`config.mk`:
```
export PLATFORM = sky130hd
export DESIGN_NAME = ifetch_unit
export DESIGN_NICKNAME = d
export VERILOG_FILES = /design/src/rtl/mips_pkg.sv /design/src/rtl/ifetch_fifo.sv /design/src/rtl/ifetch_unit.sv
export SDC_FILE = /design/constraint.sdc
export NUM_CORES = 1
export LEC_CHECK = 0
export BUFFER_PORTS_ARGS = -buffer_cell sky130_fd_sc_hd__buf_2
export CORE_MARGIN = 3
export CORE_UTILIZATION = 45
export CTS_BUF_LIST = sky130_fd_sc_hd__clkbuf_4 sky130_fd_sc_hd__clkbuf_8 sky130_fd_sc_hd__clkbuf_16
export DETAILED_ROUTE_END_ITERATION = 8
export PLACE_DENSITY = 0.73
export SETUP_SLACK_MARGIN = 0.4
export SYNTH_ARGS = -nofsm -noshare
export SYNTH_HDL_FRONTEND = slang
export SYNTH_SLANG_ARGS = --single-unit
export TNS_END_PERCENT = 20
```
`constraint.sdc`:
```
create_clock -name clk -period 8.8 [get_ports clk]
set_clock_uncertainty 0.15 [all_clocks]
set_input_delay 0.88 -clock clk [delete_from_list [all_inputs] [get_ports clk]]
set_output_delay 0.88 -clock clk [all_outputs]
set_load 0.05 [all_outputs]
```
`src/rtl/mips_pkg.sv`:
```
// -----------------------------------------------------------------------------
// mips_pkg
//   Shared definitions for the MIPS core front end.
//   - XLEN / INSN_BYTES      : datapath width and instruction size in bytes
//   - RESET_VECTOR_DEFAULT   : default PC loaded while reset is asserted
//   - fetch_entry_t          : {pc, instr} pair carried from fetch to decode
//   - pc_plus_insn()         : sequential next-PC, wraps modulo 2^XLEN
// -----------------------------------------------------------------------------
package mips_pkg;

    localparam int XLEN       = 32;
    localparam int INSN_BYTES = 4;

    localparam logic [XLEN-1:0] RESET_VECTOR_DEFAULT = 32'h0000_0000;

    typedef struct packed {
        logic [XLEN-1:0] pc;
        logic [XLEN-1:0] instr;
    } fetch_entry_t;

    // Carry out of bit XLEN-1 is dropped, so the top word wraps to 0.
    function automatic logic [XLEN-1:0] pc_plus_insn(input logic [XLEN-1:0] pc);
        return pc + XLEN'(INSN_BYTES);
    endfunction

endpackage

```
`src/rtl/ifetch_fifo.sv`:
```
// -----------------------------------------------------------------------------
// ifetch_fifo
//   DEPTH-entry synchronous FIFO used twice by the fetch unit: as the
//   instruction buffer (entry_t = fetch_entry_t) and as the in-flight
//   address queue (entry_t = a bare address).
//
//   Ports
//     clk, rst    clock, asynchronous active-high reset
//     push        write push_data at the tail (ignored when full unless a pop
//                 frees a slot in the same cycle)
//     push_data   entry to write
//     pop         drop the head entry (ignored when empty)
//     flush       empty the FIFO; wins over push and pop
//     head        current head entry (meaningful only when count != 0)
//     count       number of valid entries, 0..DEPTH
//
//   DEPTH must be a power of two and at least 2 so the pointers wrap freely.
// -----------------------------------------------------------------------------
module ifetch_fifo
    import mips_pkg::*;
#(
    parameter int  DEPTH   = 2,
    parameter type entry_t = fetch_entry_t
) (
    input  logic                   clk,
    input  logic                   rst,
    input  logic                   push,
    input  entry_t                 push_data,
    input  logic                   pop,
    input  logic                   flush,
    output entry_t                 head,
    output logic [$clog2(DEPTH):0] count
);

    localparam int          PW   = $clog2(DEPTH);
    localparam logic [PW:0] FULL = (PW + 1)'(DEPTH);

    entry_t          mem [DEPTH];
    logic [PW-1:0]   wr_ptr;
    logic [PW-1:0]   rd_ptr;
    logic            do_push;
    logic            do_pop;

    assign do_pop  = pop && (count != '0);
    assign do_push = push && ((count != FULL) || do_pop);

    always_ff @(posedge clk or posedge rst) begin
        if (rst) begin
            wr_ptr <= '0;
            rd_ptr <= '0;
            count  <= '0;
        end else if (flush) begin
            wr_ptr <= '0;
            rd_ptr <= '0;
            count  <= '0;
        end else begin
            if (do_push) wr_ptr <= wr_ptr + PW'(1);
            if (do_pop)  rd_ptr <= rd_ptr + PW'(1);
            count <= count + (PW + 1)'(do_push) - (PW + 1)'(do_pop);
        end
    end

    // NOTE: the storage array has no reset; count alone says which slots are
    // valid, so clearing the data would only cost a reset net per bit.
    always_ff @(posedge clk) begin
        if (do_push) mem[wr_ptr] <= push_data;
    end

    assign head = mem[rd_ptr];

endmodule

```
`src/rtl/ifetch_unit.sv`:
```
// -----------------------------------------------------------------------------
// ifetch_unit
//   Read side of the program counter. Issues word fetches at pc over a
//   request/grant/response memory interface, buffers returned words with
//   their addresses for decode, and computes the PC register's next value.
//
//   Parameters
//     DEPTH         fetches in flight plus buffered instructions (pow2, >= 2)
//     RESET_VECTOR  value driven on next_pc while rst is asserted
//
//   Ports
//     clk, rst                     clock, asynchronous active-high reset
//     pc / next_pc                 PC register output / input
//     redirect, redirect_pc        flush and refetch from redirect_pc
//     imem_req, imem_addr          fetch request at byte address pc
//     imem_gnt                     request accepted this cycle
//     imem_rvalid, imem_rdata      in-order response
//     if_valid, if_instr, if_pc    buffered instruction to decode
//     id_ready                     decode takes the head this cycle
// -----------------------------------------------------------------------------
module ifetch_unit
    import mips_pkg::*;
#(
    parameter int              DEPTH        = 2,
    parameter logic [XLEN-1:0] RESET_VECTOR = RESET_VECTOR_DEFAULT
) (
    input  logic            clk,
    input  logic            rst,
    input  logic [XLEN-1:0] pc,
    output logic [XLEN-1:0] next_pc,
    input  logic            redirect,
    input  logic [XLEN-1:0] redirect_pc,
    output logic            imem_req,
    output logic [XLEN-1:0] imem_addr,
    input  logic            imem_gnt,
    input  logic            imem_rvalid,
    input  logic [XLEN-1:0] imem_rdata,
    output logic            if_valid,
    output logic [XLEN-1:0] if_instr,
    output logic [XLEN-1:0] if_pc,
    input  logic            id_ready
);

    // Counter width that can hold 0..DEPTH.
    localparam int CW = $clog2(DEPTH) + 1;

    logic [CW-1:0]   inflight;      // granted, response not yet seen
    logic [CW-1:0]   kill;          // oldest responses still owed that are stale
    logic [CW-1:0]   occupancy;     // instruction FIFO entries
    logic [CW-1:0]   aq_count;      // address queue entries, tracks inflight
    logic [CW:0]     used;

    logic            credit;
    logic            grant;
    logic            resp;
    logic            kill_resp;

    logic [XLEN-1:0] aq_head;
    fetch_entry_t    fifo_in;
    fetch_entry_t    fifo_head;

    // ------------------------------------------------------------------
    // Credit and request. Occupancy is registered, so id_ready never
    // reaches imem_req combinationally; a slot freed by decode this cycle
    // is offered to memory next cycle.
    // ------------------------------------------------------------------
    assign used     = {1'b0, inflight} + {1'b0, occupancy};
    assign credit   = used < (CW + 1)'(DEPTH);
    assign imem_req = credit && !redirect && !rst;
    assign imem_addr = pc;
    assign grant    = imem_req && imem_gnt;

    // A response with nothing outstanding is a protocol error: drop it.
    assign resp      = imem_rvalid && (inflight != '0);
    assign kill_resp = resp && (kill != '0);

    // ------------------------------------------------------------------
    // Next PC: reset, then redirect, then sequential advance on grant.
    // ------------------------------------------------------------------
    // NOTE: every branch assigns next_pc, so this stays combinational with
    // no inferred latch even without a separate default assignment.
    always_comb begin
        if (rst)           next_pc = RESET_VECTOR;
        else if (redirect) next_pc = redirect_pc;
        else if (grant)    next_pc = pc_plus_insn(pc);
        else               next_pc = pc;
    end

    // ------------------------------------------------------------------
    // Outstanding-fetch bookkeeping. On redirect every fetch still owed
    // becomes stale; the one answered this very cycle is already gone.
    // ------------------------------------------------------------------
    always_ff @(posedge clk or posedge rst) begin
        if (rst) begin
            inflight <= '0;
            kill     <= '0;
        end else begin
            inflight <= inflight + CW'(grant) - CW'(resp);
            if (redirect)
                kill <= inflight - CW'(resp);
            else if (kill_resp)
                kill <= kill - CW'(1);
        end
    end

    // ------------------------------------------------------------------
    // Address queue: one entry per outstanding fetch, oldest at the head.
    // After a redirect every remaining entry belongs to a killed fetch and
    // is popped by its own (discarded) response, so the queue never needs
    // flushing and stays paired with kill.
    // ------------------------------------------------------------------
    ifetch_fifo #(
        .DEPTH   (DEPTH),
        .entry_t (logic [XLEN-1:0])
    ) u_addr_q (
        .clk       (clk),
        .rst       (rst),
        .push      (grant),
        .push_data (pc),
        .pop       (resp),
        .flush     (1'b0),
        .head      (aq_head),
        .count     (aq_count)
    );

    // ------------------------------------------------------------------
    // Instruction FIFO. The flush on redirect beats both the push of a
    // same-cycle response and any pop by decode.
    // ------------------------------------------------------------------
    assign fifo_in = '{pc: aq_head, instr: imem_rdata};

    ifetch_fifo #(
        .DEPTH   (DEPTH),
        .entry_t (fetch_entry_t)
    ) u_insn_fifo (
        .clk       (clk),
        .rst       (rst),
        .push      (resp && !kill_resp && !redirect),
        .push_data (fifo_in),
        .pop       (if_valid && id_ready),
        .flush     (redirect),
        .head      (fifo_head),
        .count     (occupancy)
    );

    // Outputs read 0 whenever nothing is buffered, which covers reset.
    assign if_valid = (occupancy != '0);
    assign if_instr = if_valid ? fifo_head.instr : '0;
    assign if_pc    = if_valid ? fifo_head.pc    : '0;

    // The address queue and the inflight counter describe the same set of
    // fetches; kill can never exceed it.
    a_aq_pairs_inflight : assert property (
        @(posedge clk) disable iff (rst) (aq_count == inflight) && (kill <= inflight)
    );

endmodule

```
==> impl_metrics.toml, run 1 <==
[grt]
grt_pass1_vias = 5883
antenna_found_initial = 0
grt_first_pass_wirelength_um = 31420
grt_max_degree = 65
grt-ovfl-total = 0
grt_use_total = 0.1789

[detailed_routing]
vias = 6111
firstDrtPassIters = 5
wirelength_um = 20800
vias_per_cell = 5.319
drc = 0
wl_per_cell_um = 18.10
detailedRoute.firstIterationViolations = 403
postRouteAntennaNets = 0

[finish]
fillers = 1627
nets = 981
multiInputGateArea_um2 = 2768
mostFrequentLayoutCell = "buf_2"
n_antenna_cell = 0
fin_cells = 1149
utilization = 0.5616
syn_to_final_growth_pct = 20.06
drive_gt1_frac = 0.3462
seqCellArea_um2 = 6070
final_cell_mix = "buf_2, edfxtp_1, nor2_1, mux2i_1, mux2_2"

[placed_design]
io_buffers = 231
place_ws_ns = 4.191
place.gp.congestion = 0.8070
detailed_place_hpwl_um = 14010
dpl.cell_count = 1112

[timing]
fin_crit_sh = 0.5651
fin_crit_ns = 4.973
fin_setup_tns_ns = 0
max-slew-margin-rel = 0.2323
slew_violations = 0
final.setup.worst_slack_ns = 3.827
tightestPinTransition_ns = 1.134
setup_violations = 0
rsz0062_at_grt = "false"
hold_violations = 0
fmaxAchievable_mhz = 201.1

[pwr]
peakVddDrop_mv = 0.1358
leakage_nw = 4.235
powerDensity_nw_per_um2 = 313.7
fin_total_pwr_mw = 3.496

[synthesis]
synth-seq-area-share = 0.6535
synth_seq_cells = 204
ys_warn_count = 0
yosys.area_share.simple = 0.1031
synth_ff_type = "edfxtp_1"
synth_edf_count = 192
synth_cell_type_count = 48
syn_avg_cell_area_um2 = 13.67
synth_xor_area_frac = 0.02076
syn_nets = 790
synth_top_family_by_area = "multiplexers"
synth_area_um2 = 9283
syn-instance-count = 679
synth_compound_area_frac = 0.04448
synth_mux_area_frac = 0.1134
async_flop_share = 0.05882
synthAdderAreaFrac = 0.01294

[critical_path]
critPathKind = "reg2out"
worstReg2RegEnd = "u_addr_q.mem[1][5]"
rr_startpoint = "u_insn_fifo.count[0]"
critPathSlowestCell = "nor3_1"
required_ns = 7.77
startpoint_type = "flop"
arrival_ns = 3.94
rr_worst_depth = 7
max_stage_delay_ns = 0.63
crit_chain = "inv_1 > nor2_1 > fa_1 > or4_4 > nor3_1 > a211oi_1 > a2111oi_0 > buf_2"
crit_path_end_kind = "primary output"
critPathMaxFanout = 9
r2r_slack_ns = 5.11

[worst_hold_path]
min_path_cells = 1
hp-class = "reg2reg"
holdPathEnd = "inflight[0]"
min_from = "inflight[0]"

[run]
drv_cap = 0

[floorplanning]
die_w_um = 149.6
core-area_um2 = 19850
ios = 232
die_h_um = 149.6
fp.dieArea_um2 = 22390
rows = 51
start_util = 0.4678

[clock_tree]
cts_hold_buf = 0
cts_setup_buffers = 0
cts_resized = 0
cts_tree = "yes"
cts.sinks = 204
clockBufferDepth = 3
htree_num_levels = 1
clk-insertion-delay-late_ns = 0.48
clkTransAtPathRegs_ns = 0.06
clockRootBuffer = "clkbuf_16"
cts_buffers = 21

[outcome]
status = "finished clean"
-- through the flow --
step	area, um^2	hold WS (ns)
after floorplan	9283	0.3181
after global placement	10460	0.3596
after detailed placement	10460	0.3623
after CTS	11140	0.3747
after global routing	11140	0.4027
final	11140	0.3718
-- Yosys cell counts (all sizes together), types with 7 or more instances --
library cell | count | area share
a2111oi | 7 | 0.0066
a211oi | 19 | 0.015
and4 | 10 | 0.0094
buf | 40 | 0.030
clkbuf | 29 | 0.012
dfrtp | 12 | 0.032
edfxtp | 192 | 0.62
ha | 8 | 0.011
inv | 24 | 0.0097
mux2 | 33 | 0.040
mux2i | 68 | 0.073
nand2 | 14 | 0.0057
nand3 | 14 | 0.0075
nand4 | 13 | 0.0088
nor2 | 97 | 0.039
nor3 | 8 | 0.0043
nor4 | 9 | 0.0061
xnor2 | 12 | 0.011
xor2 | 10 | 0.0094
-- where the power goes --
group          total (mW)  internal [mW]  leakage [nW]  switching, mW
clock               0.866          0.532         0.332          0.335
combinational        1.40          0.373          2.02           1.03
sequential           1.23           1.18          1.88         0.0460
-- logic make-up after synthesis --
logic type / count (synthesis)
compound gates: 55
xor+xnor: 22
fa+ha+maj: 9
buf+inv: 94
flops: 204
mux: 101
simple gates: 194
-- critical path, delay by kind of cell (launching register included) --
| family | cells | cell delay, ns |
|---|---|---|
| flip-flops | 1 | 0.42 |
| buffers and inverters | 2 | 0.47 |
| adder cells (fa/ha/maj) | 1 | 0.44 |
| AND/OR/NAND/NOR | 3 | 1.37 |
| AO/OA/AOI/OAI | 2 | 0.77 |
-- final cells by class --
cell class,instances,area share
timing repair buffer,237,0.1078
clock inverter,13,0.01190
clock buffer,24,0.04918
sequential,204,0.5446
tap,265,0.02975
inverter,25,0.008420
multi-input combinational,381,0.2483
-- registers in the layout, summed over array words and instances (netlist names) --
name / count
u_insn_fifo.count: 2
kill: 2
u_addr_q.rd_ptr: 1
u_insn_fifo.rd_ptr: 1
u_addr_q.mem: 64
inflight: 2
u_insn_fifo.wr_ptr: 1
u_insn_fifo.mem: 128
u_addr_q.wr_ptr: 1
u_addr_q.count: 2
-- worst max path at each step --
stage,from,end,depth (start not counted)
2_1_floorplan,u_insn_fifo.count[0],next_pc[17],9
3_3_place_gp,rst,next_pc[16],6
3_5_place_dp,rst,next_pc[16],6
4_1_cts,u_insn_fifo.count[0],next_pc[16],8
5_1_grt,u_insn_fifo.count[0],next_pc[16],8
6_report,u_insn_fifo.count[0],next_pc[16],8
-- layer usage --
| metal | global-route usage | wire length [um] | up-vias |
|---|---|---|---|
| li1 | - | - | 2904 |
| met1 | 0.2424 | 8807 | 2876 |
| met2 | 0.2975 | 9999 | 295 |
| met3 | 0.03301 | 1611 | 36 |
| met4 | 0.05172 | 377 | 0 |
| met5 | 0 | 0 | - |
Note: power is estimated with default switching activity, not from simulation.
==> inputs of run 2 (changes only) <==
--- a/config.mk
+++ b/config.mk
@@ -5,6 +5,7 @@
 export SDC_FILE = /design/constraint.sdc
 export NUM_CORES = 1
 export LEC_CHECK = 0
+export ABC_AREA = 1
 export BUFFER_PORTS_ARGS = -buffer_cell sky130_fd_sc_hd__buf_2
 export CORE_MARGIN = 3
 export CORE_UTILIZATION = 45
==> constraint.sdc (replaced) <==
create_clock -name clk -period 5 [get_ports clk]
set_clock_uncertainty 0.15 [all_clocks]
set_input_delay 0.5 -clock clk [delete_from_list [all_inputs] [get_ports clk]]
set_output_delay 0.5 -clock clk [all_outputs]
set_load 0.05 [all_outputs]
==> run 2 against run 1 <==
Effect of this change:
- sequential cell count stayed put
- global-route usage is 1.1 points higher
- hold slack worse by 0.32 ns
- first-iteration DRC count is 11% higher
- register-to-register slack worse by 3.3 ns
- die area is 2.2% higher
- non-clock buffer count stayed put
- routed wire length is 8.6% higher
- power is 73% higher
- largest cell class unchanged
- largest power group unchanged
- highest routed layer unchanged
==> impl_metrics.toml, run 2 <==
[synthesis]
synth_top_cell_area_share = 0.6073
syn_avg_cell_area_um2 = 9.962
syn_nets = 1064
synth_most_common_cell = "nand2_1"
yosys.area.top_type = "edfxtp_1"
synth_common_cells = "nand2_1, edfxtp_1, nor2_1"
synthTopCellsByArea = "edfxtp_1, nand2_1, a21oi_1"
synth_cell_type_count = 30
synth_edf_count = 192
ys_warn_count = 0
synth_ff_type = "edfxtp_1"
async_flop_share = 0.05882
syn-instance-count = 953
synth-seq-area-share = 0.6389
synth_seq_cells = 204
synth_area_um2 = 9494

[pwr]
powerDensity_nw_per_um2 = 530.4
leakage_nw = 5.017
fin_total_pwr_mw = 6.043
peakVddDrop_mv = 0.2000

[grt]
grt_first_pass_wirelength_um = 34060
grt_pass1_vias = 6426
grt_use_total = 0.1899
grt-ovfl-total = 0
grt_max_degree = 67
antenna_found_initial = 0

[finish]
drive_gt1_frac = 0.2515
n_antenna_cell = 0
final_cell_mix = "nand2_1, buf_2, edfxtp_1, nor2_1, inv_1"
syn_to_final_growth_pct = 20.00
mostFrequentLayoutCell = "nand2_1"
reg.largest.list = "u_insn_fifo.mem x128, u_addr_q.mem x64"
largest_register = "u_insn_fifo.mem"
largest_register_ffs = 128
nets = 1254
fillers = 1777

[critical_path]
critPathKind = "reg2out"
required_ns = 4.35
crit_path_end_kind = "primary output"
startpoint_type = "flop"
critPathMaxFanout = 9
rr_startpoint = "u_addr_q.rd_ptr"
critPathLaunch = "u_insn_fifo.count[0]"
arrival_ns = 2.88

[clock_tree]
clockBufferDepth = 3
clk-insertion-delay-late_ns = 0.48
cts_buffers = 21
cts_hold_buf = 0
cts_setup_buffers = 0
htree_num_levels = 1
cts_tree = "yes"
cts_resized = 0
clockRootBuffer = "clkbuf_16"
cts.sinks = 204
clkTransAtPathRegs_ns = 0.06

[floorplanning]
die_w_um = 151.3
start_util = 0.4632
fp.dieArea_um2 = 22880
die_h_um = 151.3
core-area_um2 = 20490
ios = 232
rows = 52

[detailed_routing]
wirelength_um = 22580
vias = 6975
firstDrtPassIters = 4
wl_per_cell_um = 15.82
postRouteAntennaNets = 0
detailedRoute.firstIterationViolations = 447
vias_per_cell = 4.888
drc = 0

[timing]
tightestPinTransition_ns = 1.140
max-slew-margin-rel = 0.2400
fin_setup_tns_ns = 0
fin_crit_sh = 0.7062
fin_crit_ns = 3.531
fmaxAchievable_mhz = 283.2
hold_violations = 0
slew_violations = 0
rsz0062_at_grt = "false"
setup_violations = 0

[placed_design]
io_buffers = 231
detailed_place_hpwl_um = 14930
place.gp.congestion = 0.8801

[worst_hold_path]
hp-class = "in2reg"
min_from = "imem_rdata[10]"

[run]
drv_cap = 0

[outcome]
status = "finished clean"
==> run 2: cell types whose count changed after synthesis, moves of 7 or more <==
cell and delta:
nand3_1 +9, mux2i_1 -68, nor4_1 -9, a2111oi_0 -7
nand2_1 +298, o21ai_0 +25, a211oi_1 -19, a21oi_1 +70
mux2_2 -33, and4_1 -10, nor3_1 -7, inv_1 +52
==> run 2: stage by stage <==
stage	setup slack (ns)	util	instances	instance area (um^2)	hold WS [ns]
CTS	1.452	0.5559	1427	11390	0.03529
global placement	1.853	0.5210	1390	10680	0.3573
floorplan	0.6047	-	953	9494	0.3333
finish	1.469	0.5559	1427	11390	0.05305
detailed placement	1.794	0.5210	1390	10680	0.3656
global route	1.318	0.5559	1427	11390	0.02871
==> run 2: worst paths after layout <==
path                                               end  depth (start not counted)  slack [ns]
worst max register to register  u_insn_fifo.mem[0][53]                          3        1.83
min in group asynchronous            u_addr_q.count[0]                          2        0.25
worst max-delay path                       next_pc[27]                         11        1.47
max in group asynchronous           u_insn_fifo.rd_ptr                          2        3.85
worst min register to register  u_insn_fifo.mem[0][32]                          2        0.38
worst min-delay path            u_insn_fifo.mem[1][10]                          1        0.05
==> run 2: layout make-up <==
class,instances,area [um^2],area share
sequential,204,6067,0.5325
multi-input combinational,599,2771,0.2432
clock inverter,13,167.7,0.01472
inverter,80,300.3,0.02636
clock buffer,24,548.0,0.04810
timing repair buffer,237,1201,0.1054
tap,270,337.8,0.02965
==> run 2: logic make-up (layout without fill, tap and decap cells) <==
| group | Yosys count | after routing | share of synthesized area |
|---|---|---|---|
| adder cells (fa/ha/maj) | 9 | 9 | 0.01265 |
| buffers and inverters | 150 | 354 | 0.07314 |
| XOR/XNOR | 16 | 16 | 0.01476 |
| AO/OA/AOI/OAI | 111 | 111 | 0.05930 |
| AND/OR/NAND/NOR | 463 | 463 | 0.2012 |
| flip-flops | 204 | 204 | 0.6389 |
==> run 2: report_power, final <==
part           internal (mW)  switching [mW]
clock                  0.992           0.599
combinational          0.482            1.75
sequential              2.11           0.106
==> run 2: critical path: stages, from the launching register on <==
cell and delay (ns):
dfrtp_1 0.42, nand2_1 0.07, inv_1 0.04, fa_1 0.46, nor2_2 0.21, nand3_4 0.20
nor2_4 0.24, nand4_1 0.14, nor2_1 0.11, nor2_1 0.06, nor2_1 0.14, buf_2 0.29
==> run 2: metal layers <==
layer,up-vias,global-route usage,part of all wire
li1,3501,-,-
met1,3130,0.2463,0.41
met2,303,0.3272,0.48
met3,41,0.03651,0.083
met4,0,0.05122,0.022
met5,-,0,0
==> inputs of run 3 (changes only) <==
--- a/config.mk
+++ b/config.mk
@@ -11,7 +11,7 @@
 export CORE_UTILIZATION = 45
 export CTS_BUF_LIST = sky130_fd_sc_hd__clkbuf_4 sky130_fd_sc_hd__clkbuf_8 sky130_fd_sc_hd__clkbuf_16
 export DETAILED_ROUTE_END_ITERATION = 8
-export PLACE_DENSITY = 0.73
+export PLACE_DENSITY = 0.76
 export SETUP_SLACK_MARGIN = 0.4
 export SYNTH_ARGS = -nofsm -noshare
 export SYNTH_HDL_FRONTEND = slang
==> constraint.sdc (replaced) <==
create_clock -name clk -period 3.22 [get_ports clk]
set_clock_uncertainty 0.15 [all_clocks]
set_input_delay 0.322 -clock clk [delete_from_list [all_inputs] [get_ports clk]]
set_output_delay 0.322 -clock clk [all_outputs]
set_load 0.05 [all_outputs]
==> run 3 against run 2 <==
Effect of this change:
- sequential power is 53% higher
- critical path type unchanged
- register-to-register slack lost 1.1 ns
- via count is 6.5% higher
==> impl_metrics.toml, run 3 (same netlist as run 2, synthesis figures left out) <==
[outcome]
status = "finished clean"

[pwr]
leakage_nw = 5.352
peakVddDrop_mv = 0.3588
switching_power_mw = 3.875
powerDensity_nw_per_um2 = 776.8
p_int_mw = 5.589
sw_frac_of_total = 0.4094
p_seq_frac = 0.358
power_frac_comb = 0.393
clockPowerShare = 0.248

[detailed_routing]
wirelength_um = 24190
drc = 0
postRouteAntennaNets = 0
wl_per_cell_um = 16.24
vias = 7430
vias_per_cell = 4.987
detailedRoute.firstIterationViolations = 406
firstDrtPassIters = 5

[critical_path]
worstReg2RegEnd = "u_addr_q.mem[1][23]"
required_ns = 2.75
critPathMaxFanout = 6
critPathLaunch = "inflight[0]"
startpoint_type = "flop"
critPathKind = "reg2out"
rr_startpoint = "inflight[0]"
crit_path_end_kind = "primary output"
r2r_slack_ns = 0.70
rr_worst_depth = 10
arrival_ns = 2.65
worstSetupEndpoint = "next_pc[26]"

[floorplanning]
rows = 52
die_h_um = 151.3
core-area_um2 = 20490
fp.dieArea_um2 = 22880
die_w_um = 151.3
start_util = 0.4632
ios = 232

[grt]
grt_first_pass_wirelength_um = 36800
grt_use_total = 0.2041
met1_usage = 0.2646
grt_busiest_layer = "met2"
grt-ovfl-total = 0
grt_max_degree = 67
use_met2 = 0.3532
use_met3 = 0.03680
grt_pass1_vias = 7223
antenna_found_initial = 1

[timing]
slew_violations = 0
setup_violations = 0
fin_crit_sh = 0.9709
max-slew-margin-rel = 0.4837
fmaxAchievable_mhz = 319.9
rsz0062_at_grt = "true"
hold_violations = 0
fin_setup_tns_ns = 0
tightestPinTransition_ns = 0.7745
fin_crit_ns = 3.126

[worst_hold_path]
hp-class = "in2reg"
min_path_cells = 1

[finish]
reg.largest.list = "u_insn_fifo.mem x128, u_addr_q.mem x64"
syn_to_final_growth_pct = 28.32
fillers = 1699
multiInputGateArea_um2 = 2799
final_cell_mix = "nand2_1, buf_2, edfxtp_1, nor2_1, inv_1"
largest_register_ffs = 128
drive_gt1_frac = 0.2600
seqCellArea_um2 = 6068
nets = 1316
mostFrequentLayoutCell = "nand2_1"
fin_area_um2 = 12180
largest_register = "u_insn_fifo.mem"

[clock_tree]
clk-insertion-delay-late_ns = 0.47
cts_buffers = 21
htree_num_levels = 1
clockBufferDepth = 3
cts_tree = "yes"
cts.sinks = 204
clkTransAtPathRegs_ns = 0.06
clockRootBuffer = "clkbuf_16"

[placed_design]
detailed_place_hpwl_um = 16000
io_buffers = 231
place.gp.congestion = 0.8819
post_dp_cell_area_um2 = 10870

[run]
drv_cap = 0
[run 3: cell types whose count changed in the layout (fill, tap and decap cells not counted), sizes merged]
cell and change:
buf +17, clkinv -1, diode +1, clkbuf +6, dlygate4sd3 +43, bufinv -2
clkinvlp -1
[run 3: final cells by class]
cell class / instances / share of cell area
diodes: 1 / 0.0002054
clock buffers: 28 / 0.04796
clock inverters: 9 / 0.008113
inverters: 80 / 0.02465
multi-input cells: 599 / 0.2297
flip-flops and latches: 204 / 0.4981
well taps: 270 / 0.02773
repair buffers: 299 / 0.1635
[run 3: repair_timing]
action                     in CTS  in global routing
setup endpoints to repair      46                 76
hold endpoints to repair       88                  0
pin swaps                      10                  3
resized for setup              22                 34
buffers inserted                7                  0
hold buffers                   43                  0
[run 3: worst min path at each step]
stage | end | startpoint
finish | u_addr_q.mem[1][18] | pc[18]
global route | u_addr_q.mem[1][15] | pc[15]
CTS | u_addr_q.mem[0][15] | pc[15]
detailed placement | u_insn_fifo.mem[1][15] | imem_rdata[15]
global placement | u_insn_fifo.mem[0][45] | u_addr_q.mem[0][13]
floorplan | u_addr_q.mem[0][0] | pc[0]
[run 3: stage by stage]
stage | total power, mW | std cells | utilization | hold WS (ns) | worst slack, ns
after floorplan | 6.094 | 953 | - | 0.2709 | 0.04004
after global placement | 7.005 | 1402 | 0.5303 | 0.3565 | 0.4443
after detailed placement | 7.078 | 1402 | 0.5303 | 0.3639 | 0.3887
after CTS | 9.544 | 1489 | 0.5904 | 0.0005462 | 0.02626
after global routing | 9.972 | 1490 | 0.5944 | 0.005334 | 0.005115
final | 9.464 | 1490 | 0.5944 | 0.01377 | 0.09384
[run 3: worst max-delay path: stages (launching register included)]
cell and delay (ns):
dfrtp_1 0.38, nand2_1 0.07, inv_1 0.05, fa_1 0.48
nor2_4 0.15, nand3_4 0.17, nor2_4 0.19, nand4_1 0.15
nor2_1 0.13, nor2_1 0.05, nor2_1 0.17, buf_6 0.19
[run 3: metal layers]
| layer | wire (um) | vias to the layer above | share of wire |
|---|---|---|---|
| met5 | 0 | - | 0 |
| met4 | 445 | 0 | 0.018 |
| met3 | 2042 | 36 | 0.084 |
| met2 | 11810 | 303 | 0.49 |
| met1 | 9897 | 3465 | 0.41 |
| li1 | - | 3626 | - |
[run 3: power groups by stage]
stage,combinational (mW),sequential (mW),clock [mW]
after floorplan,2.68,3.41,0
after CTS,3.75,3.39,2.40
after detailed placement,3.62,3.46,0
after global routing,4.03,3.42,2.52
final,3.72,3.39,2.35
after global placement,3.56,3.44,0
